**config.mk**
```make
export PLATFORM = sky130hd
export DESIGN_NAME = hazard_ctrl
export DESIGN_NICKNAME = d
export VERILOG_FILES = /design/src/rtl/pipe_pkg.sv /design/src/rtl/sat_counter.sv /design/src/rtl/hazard_ctrl.sv
export SDC_FILE = /design/constraint.sdc
export NUM_CORES = 1
export LEC_CHECK = 0
export ABC_AREA = 1
export CORE_AREA = 2 2 122 100
export CTS_BUF_LIST = sky130_fd_sc_hd__clkbuf_8
export DETAILED_ROUTE_END_ITERATION = 10
export DIE_AREA = 0 0 124 102
export PLACE_DENSITY = 0.85
export SLEW_MARGIN = 0
export SYNTH_ARGS = -nofsm -noshare
export SYNTH_HDL_FRONTEND = slang
export SYNTH_SLANG_ARGS = --single-unit
```
**constraint.sdc**
```tcl
create_clock -name clk -period 2.15 [get_ports clk]
set_clock_uncertainty 0.1 [all_clocks]
set_input_delay 0.3225 -clock clk [delete_from_list [all_inputs] [get_ports clk]]
set_output_delay 0.3225 -clock clk [all_outputs]
set_load 0.005 [all_outputs]
```
**src/rtl/pipe_pkg.sv**
```systemverilog
// Shared pipeline definitions: forwarding select encoding and default
// register-file geometry used by the hazard controller.
package pipe_pkg;

    typedef enum logic [1:0] {
        FWD_REG = 2'b00,
        FWD_W   = 2'b01,
        FWD_M   = 2'b10
    } fwd_sel_t;

    localparam int PC_REG_DEF = 15;
    localparam int RA_W_DEF   = 4;

    // The memory-stage producer is younger than writeback, so it wins.
    function automatic fwd_sel_t fwd_pick(input logic m_hit, input logic w_hit);
        if (m_hit) begin
            return FWD_M;
        end else if (w_hit) begin
            return FWD_W;
        end
        return FWD_REG;
    endfunction

endpackage

```
**src/rtl/sat_counter.sv**
```systemverilog
// Saturating event counter with synchronous clear; clear beats increment
// and the value sticks at all-ones instead of wrapping.
module sat_counter #(
    parameter int CNT_W = 32
) (
    input  logic             clk,
    input  logic             reset,
    input  logic             clr,
    input  logic             inc,
    output logic [CNT_W-1:0] count
);

    function automatic logic [CNT_W-1:0] sat_inc(input logic [CNT_W-1:0] v);
        return (&v) ? v : v + CNT_W'(1);
    endfunction

    always_ff @(posedge clk or posedge reset) begin
        if (reset) begin
            count <= '0;
        end else if (clr) begin
            count <= '0;
        end else if (inc) begin
            count <= sat_inc(count);
        end
    end

endmodule

```
**src/rtl/hazard_ctrl.sv**
```systemverilog
// Pipeline hazard controller: operand forwarding selects, load-use and
// stall-only RAW interlocks, control-flow flushes and stall/flush counters.
module hazard_ctrl
    import pipe_pkg::*;
#(
    parameter int NUM_SRC = 3,
    parameter int RA_W    = RA_W_DEF,
    parameter int PC_REG  = PC_REG_DEF,
    parameter int FWD_EN  = 1,
    parameter int CNT_W   = 32
) (
    input  logic                          clk,
    input  logic                          reset,
    input  logic [NUM_SRC-1:0][RA_W-1:0]  RaD,
    input  logic [NUM_SRC-1:0][RA_W-1:0]  RaE,
    input  logic [RA_W-1:0]               RdE,
    input  logic [RA_W-1:0]               RdM,
    input  logic [RA_W-1:0]               RdW,
    input  logic                          RegWriteE,
    input  logic                          RegWriteM,
    input  logic                          RegWriteW,
    input  logic                          MemtoRegE,
    input  logic                          PCSrcD,
    input  logic                          PCSrcE,
    input  logic                          PCSrcM,
    input  logic                          PCSrcW,
    input  logic                          BranchTakenE,
    input  logic                          MemBusy,
    input  logic                          CntClr,
    output logic [NUM_SRC-1:0][1:0]       FwdE,
    output logic                          StallF,
    output logic                          StallD,
    output logic                          StallE,
    output logic                          StallM,
    output logic                          FlushD,
    output logic                          FlushE,
    output logic [CNT_W-1:0]              StallCnt,
    output logic [CNT_W-1:0]              FlushCnt
);

    localparam logic [RA_W-1:0] PC_IDX = RA_W'(PC_REG);
    localparam bit              FWD_ON = (FWD_EN != 0);

    logic [NUM_SRC-1:0] m_hit;
    logic [NUM_SRC-1:0] w_hit;
    logic [NUM_SRC-1:0] ldr_hit;
    logic [NUM_SRC-1:0] raw_hit;
    logic               ldr_stall;
    logic               raw_stall;
    logic               pc_wr_pending;
    logic               flush_any;

    // Per-source producer matches; the PC is never a forwarding/interlock target.
    always_comb begin
        m_hit   = '0;
        w_hit   = '0;
        ldr_hit = '0;
        raw_hit = '0;
        for (int i = 0; i < NUM_SRC; i++) begin
            m_hit[i]   = RegWriteM && (RdM == RaE[i]) && (RaE[i] != PC_IDX);
            w_hit[i]   = RegWriteW && (RdW == RaE[i]) && (RaE[i] != PC_IDX);
            ldr_hit[i] = MemtoRegE && RegWriteE && (RdE == RaD[i]) && (RaD[i] != PC_IDX);
            raw_hit[i] = (RaD[i] != PC_IDX) &&
                         ((RegWriteE && (RdE == RaD[i])) ||
                          (RegWriteM && (RdM == RaD[i])) ||
                          (RegWriteW && (RdW == RaD[i])));
        end
    end

    for (genvar i = 0; i < NUM_SRC; i++) begin : g_fwd
        assign FwdE[i] = (reset || !FWD_ON) ? FWD_REG : fwd_pick(m_hit[i], w_hit[i]);
    end

    // Without forwarding, any in-flight producer of a decode source interlocks.
    assign ldr_stall     = |ldr_hit;
    assign raw_stall     = !FWD_ON && (|raw_hit);
    assign pc_wr_pending = PCSrcD | PCSrcE | PCSrcM;

    // Reset forces bubbles into D/E and drops every hold immediately.
    assign StallF = !reset && (ldr_stall || raw_stall || pc_wr_pending || MemBusy);
    assign StallD = !reset && (ldr_stall || raw_stall || MemBusy);
    assign StallE = !reset && MemBusy;
    assign StallM = !reset && MemBusy;
    assign FlushD = reset || (!MemBusy && (pc_wr_pending || PCSrcW || BranchTakenE));
    assign FlushE = reset || (!MemBusy && (ldr_stall || raw_stall || BranchTakenE));

    assign flush_any = FlushD | FlushE;

    sat_counter #(
        .CNT_W (CNT_W)
    ) u_stall_cnt (
        .clk   (clk),
        .reset (reset),
        .clr   (CntClr),
        .inc   (StallF),
        .count (StallCnt)
    );

    sat_counter #(
        .CNT_W (CNT_W)
    ) u_flush_cnt (
        .clk   (clk),
        .reset (reset),
        .clr   (CntClr),
        .inc   (flush_any),
        .count (FlushCnt)
    );

endmodule

```
After elaboration in Yosys (flattened, before gate mapping):

Cells that the tools add are included.

* register bits: 64
* bits in latches: 0
* bits in writable memories: 0
* bits in read-only memories: 0
* input bits: 49
* output and inout bits: 76
* word-level logic and storage cells: 89
* memories kept: 0

* add/subtract/negate cells: 2
* multipliers: 0
* divide/modulo/power cells: 0
* order comparisons: 0
* eq/ne operators: 17
* shift operators: 0
* mux-type cells: 24
* bitwise gates (word level): 3
* reduce and logical (&&, ||, !) cells: 41

Operator list (number)
* 32-bit two-way mux: 6
* 32-bit by 1-bit adder with 32-bit output (second input constant): 2
* 32-bit AND reduction: 2
* 4-bit == test: 9
* 1-bit logical AND: 24
* 2-bit two-way mux: 12
* 4-bit != test (second input constant): 6
* 1-bit logical OR: 8
* 1-bit two-way mux: 6
* 2-bit != test (second input constant): 2
* 2-bit AND reduction: 2
* 2-bit nonzero test: 2
* 1-bit bitwise OR: 3
* 3-bit OR reduction: 1
* 1-bit zero test: 2

Logic depth before layout (Yosys ltp):

* depth in word-level cells: 10
* mapped depth: 12
* mapped depth without buffers: 11

Modules after synthesis:

A second synthesis with hierarchy kept.

* cells, all modules: 837
* area, all modules: 5567.8 um^2

By module, submodules not included
* sat_counter: instances 2, cells an instance 343, area an instance 2418.6 um^2, seq. area each 800.8 um^2
* hazard_ctrl: instances 1, cells an instance 151, area an instance 730.7 um^2, seq. area each 0.0 um^2

Worst setup path after synthesis:

OpenSTA, ideal clock, no wires.

* kind: input -> register
* start point: in reset
* end point: reg u_flush_cnt.count[17]
* setup time: 117 ps
* arrival: 2023 ps
* required time: 1933 ps
* setup slack: -89 ps
* stages: 9
* buffers on the path: 1
* cells stage by stage: inv_2 -> nand2_2 -> inv_2 -> nor2_1 -> inv_2 -> nand3_4 -> buf_2 -> nand3_1 -> nand2_1

* longest elaborated chain between the ends: 4
* elaborated cells between the ends (all ways): 5
* those cells by class: 1 x bitwise; 4 x reduce/logical

RTL lines
* start, declared: RTL line hazard_ctrl.sv:13 `input logic reset,`
* 1-bit logical OR: RTL line hazard_ctrl.sv:84 `assign FlushD = reset || (!MemBusy && (pc_wr_pending || PCSrcW || BranchTakenE));`
* named net FlushD: RTL line hazard_ctrl.sv:35 `output logic FlushD,`
* 1-bit bitwise OR: RTL line hazard_ctrl.sv:87 `assign flush_any = FlushD | FlushE;`
* 2-bit nonzero test (no line)
* 2-bit AND reduction (no line)
* end signal, assigned: RTL line sat_counter.sv:23 `count <= sat_inc(count);`
* end, declared: RTL line sat_counter.sv:10 `output logic [CNT_W-1:0] count`

The timed path passes the listed nets, and every way through them passes these cells.
A chain may end at the register's enable or synchronous reset.

==> results.cfg <==
[finish]
syn_to_final_growth_pct = 37.3
fin_nets = 1053
diodes = 0
final_cells = 1155
final_core_util_pct = 63.7
stdcell_area_sq_um = 7250
drive_gt1_share_pct = 13.6

[timing]
max_freq_mhz = 468
finalSetupTns_ps = 0
finalHoldViolations = 0
report.final.setup_viol = 0
tightest_slew_ps = 841
slew_headroom_pct = 43.9
slew_violations = 0
period_share_pct = 99.3
fin_crit_ps = 2140

[worst_hold_path]
min_path_type = reg2reg

[synthesis]
yosysSeqAreaShare_pct = 30.3
synth_top_area_share_pct = 30.3
ys_types = 35
yosys_warnings = 0
synth_top_area_cell = dfrtp_1
synthCells = 837
syn_area_sq_um = 5280
post_synth.cell_area_avg_sq_um = 6.31
syn_nets = 888
synth_area_leaders = dfrtp_1 (30%), nand2_1 (21%), nor2_1 (8.9%)
synth-seq-cells = 64

[global_routing]
antenna_found_initial = 0
grt_pass1_vias = 5728
grt_max_degree = 65
grt_pass1_wl_mm = 27.6
grt_use_total_pct = 27.5
overflow = 0

[clock_tree]
cts_tree = built
cts_buffer_depth = 2
path_clk_slew_ps = 80
cts_root_buf = clkbuf_8
htree_levels = 3
cts_hold_buf = 0
cts_made_buffers = 9
insertion_delay_ps = 350
cts_sinks = 64

[die]
die-area_sq_um = 12600
core-area_sq_um = 11400
rows = 35
initial_core_util_pct = 46.4
ios = 125
die_h_um = 102
die_w_um = 124

[critical_path]
path_cells = clkdlybuf4s50_1 -> inv_4 -> nand2_1 -> a211oi_2 -> nand3_1 -> nor2_1 -> clkdlybuf4s15_2
cp.required_ps = 1730
worstSetupStartpointType = input pin
crit_fanout = 3
worst_setup_path_end_kind = output port
critical_path_class = in2out
cpPeakStageDelay_ps = 460
crit_arrival_ps = 1710
slowest_stage = clkdlybuf4s50_1

[power_and_ir_drop]
power_density_nw_per_um2 = 381
vdd_ir_drop_max_mv = 0.334
p_leak_uw = 0.00327

[placed_design]
io_buffers = 124
gp_congestion = 1.02
dpl_cell_area_sq_um = 6960
post-place-cells = 1138
hpwl_mm = 12.6

[detailed_routing]
dr_wl_met3_mm = 1.41
vias = 6013
met2_length_mm = 7.37
drc = 0
ant_nets = 0
vias_per_cell = 5.21
wl_per_cell_um = 14.4
wl_met1_mm = 7.58
first_pass_iters = 5
routed_wl_mm = 16.6
top_layer = met4
dr.first_iter.drc_count = 696

[outcome]
status = completed

[run]
max_cap_viol_count = 0
-- state kept, by name, summed over array words and instances (netlist names) --
name               count
u_flush_cnt.count     32
u_stall_cnt.count     32
-- timing repair --
| action | CTS | global route |
|---|---|---|
| setup buffers | 1 | 0 |
| endpoints found under the setup margin | 10 | 45 |
| resized for setup | 58 | 25 |
| hold endpoints to repair | 0 | 0 |
| pin swaps | 9 | 10 |
-- worst paths after layout --
path                                         end  depth (start not counted)                  start  slack (ps)
min reg2reg                u_flush_cnt.count[14]                          2  u_flush_cnt.count[14]         450
max                                      FwdE[4]                          7                  reset          10
max reg2reg                u_stall_cnt.count[30]                          8   u_stall_cnt.count[6]         110
min                        u_flush_cnt.count[14]                          2  u_flush_cnt.count[14]         450
min in group asynchronous   u_stall_cnt.count[1]                          4                  reset         640
max in group asynchronous   u_flush_cnt.count[4]                          4                  reset         760
-- per-layer routing --
metal / vias to the layer above / track usage (%)
li1: 2991 / -
met1: 2719 / 38.7
met2: 282 / 43.8
met3: 21 / 5.25
met4: 0 / 6.74
met5: - / 0
-- kinds of logic (layout without fill, tap and decap cells) --
kind of cell             Yosys count  in the layout  share of synthesized area (%)
AO/OA/AOI/OAI                     22             22                           2.72
XOR/XNOR                          57             57                           9.45
adder cells (fa/ha/maj)            2              2                          0.474
buffers and inverters            107            277                           8.79
flip-flops                        64             64                           30.3
AND/OR/NAND/NOR                  585            585                           48.2
-- through the flow --
stage,power (uW),worst slack [ps],hold WS [ps]
2_1_floorplan,1450,260,211
3_3_place_gp,1700,-387,395
3_5_place_dp,1710,-467,425
4_1_cts,2770,5.67,444
5_1_grt,2880,-39.0,476
6_report,2760,14.0,446
-- critical path: cells and delay by family --
| kind | cells | cell delay (ps) |
|---|---|---|
| AND/OR/NAND/NOR | 3 | 390 |
| buffers and inverters | 3 | 750 |
| AO/OA/AOI/OAI | 1 | 250 |
-- cell usage in the layout (no fill, tap or decap), drive strengths merged --
master / instances
bufinv: 1
ha: 2
a211oi: 3
nor4: 5
xor2: 46
inv: 84
clkbuf: 16
nand4: 28
nand2: 304
clkdlybuf4s50: 95
o21ai: 6
or3: 1
xnor2: 11
nor3: 36
nor2: 131
a221oi: 2
o22ai: 6
nand3: 80
dlymetal6s2s: 1
dfrtp: 64
buf: 57
dlygate4sd2: 18
o2111ai: 1
a21oi: 2
clkinv: 1
clkinvlp: 1
clkdlybuf4s15: 3
o221ai: 1
a2111oi: 1
-- power breakdown --
group | leakage (uW) | switching (uW) | total, uW | internal [uW]
clock | 0.000109 | 483 | 1070 | 587
sequential | 0.000890 | 12.9 | 1230 | 1210
combinational | 0.00227 | 253 | 463 | 210
total | 0.00327 | 749 | 2760 | 2010
-- cells in the mapped netlist --
library cell,instances
a211oi_1,3
nor2_2,5
nand3_1,77
o2111ai_1,1
ha_1,2
o221ai_1,1
dfrtp_1,64
buf_1,1
nand4_4,1
clkbuf_1,6
clkinv_1,1
nand4_1,27
o21ai_0,6
a2111oi_0,1
buf_6,6
xnor2_1,11
a21oi_1,2
nand2_4,2
nor2_1,125
nand3_2,1
nand2_1,299
nor2_4,1
o22ai_1,6
xor2_1,46
or3_1,1
inv_2,12
nor3_1,29
a221oi_1,2
nor4_1,5
nand3_4,2
nand2_2,3
buf_4,1
buf_2,11
nor3_2,7
inv_1,69
-- area by class of cell --
class,instances,area [sq um]
clock inverters,5,48.8
multi-input cells,666,3340
flip-flops and latches,64,1600
fillers,1087,4140
well taps,148,185
repair buffers,179,1610
clock buffers,11,151
inverters,82,310
No activity file was read; power rests on OpenSTA's default activity.
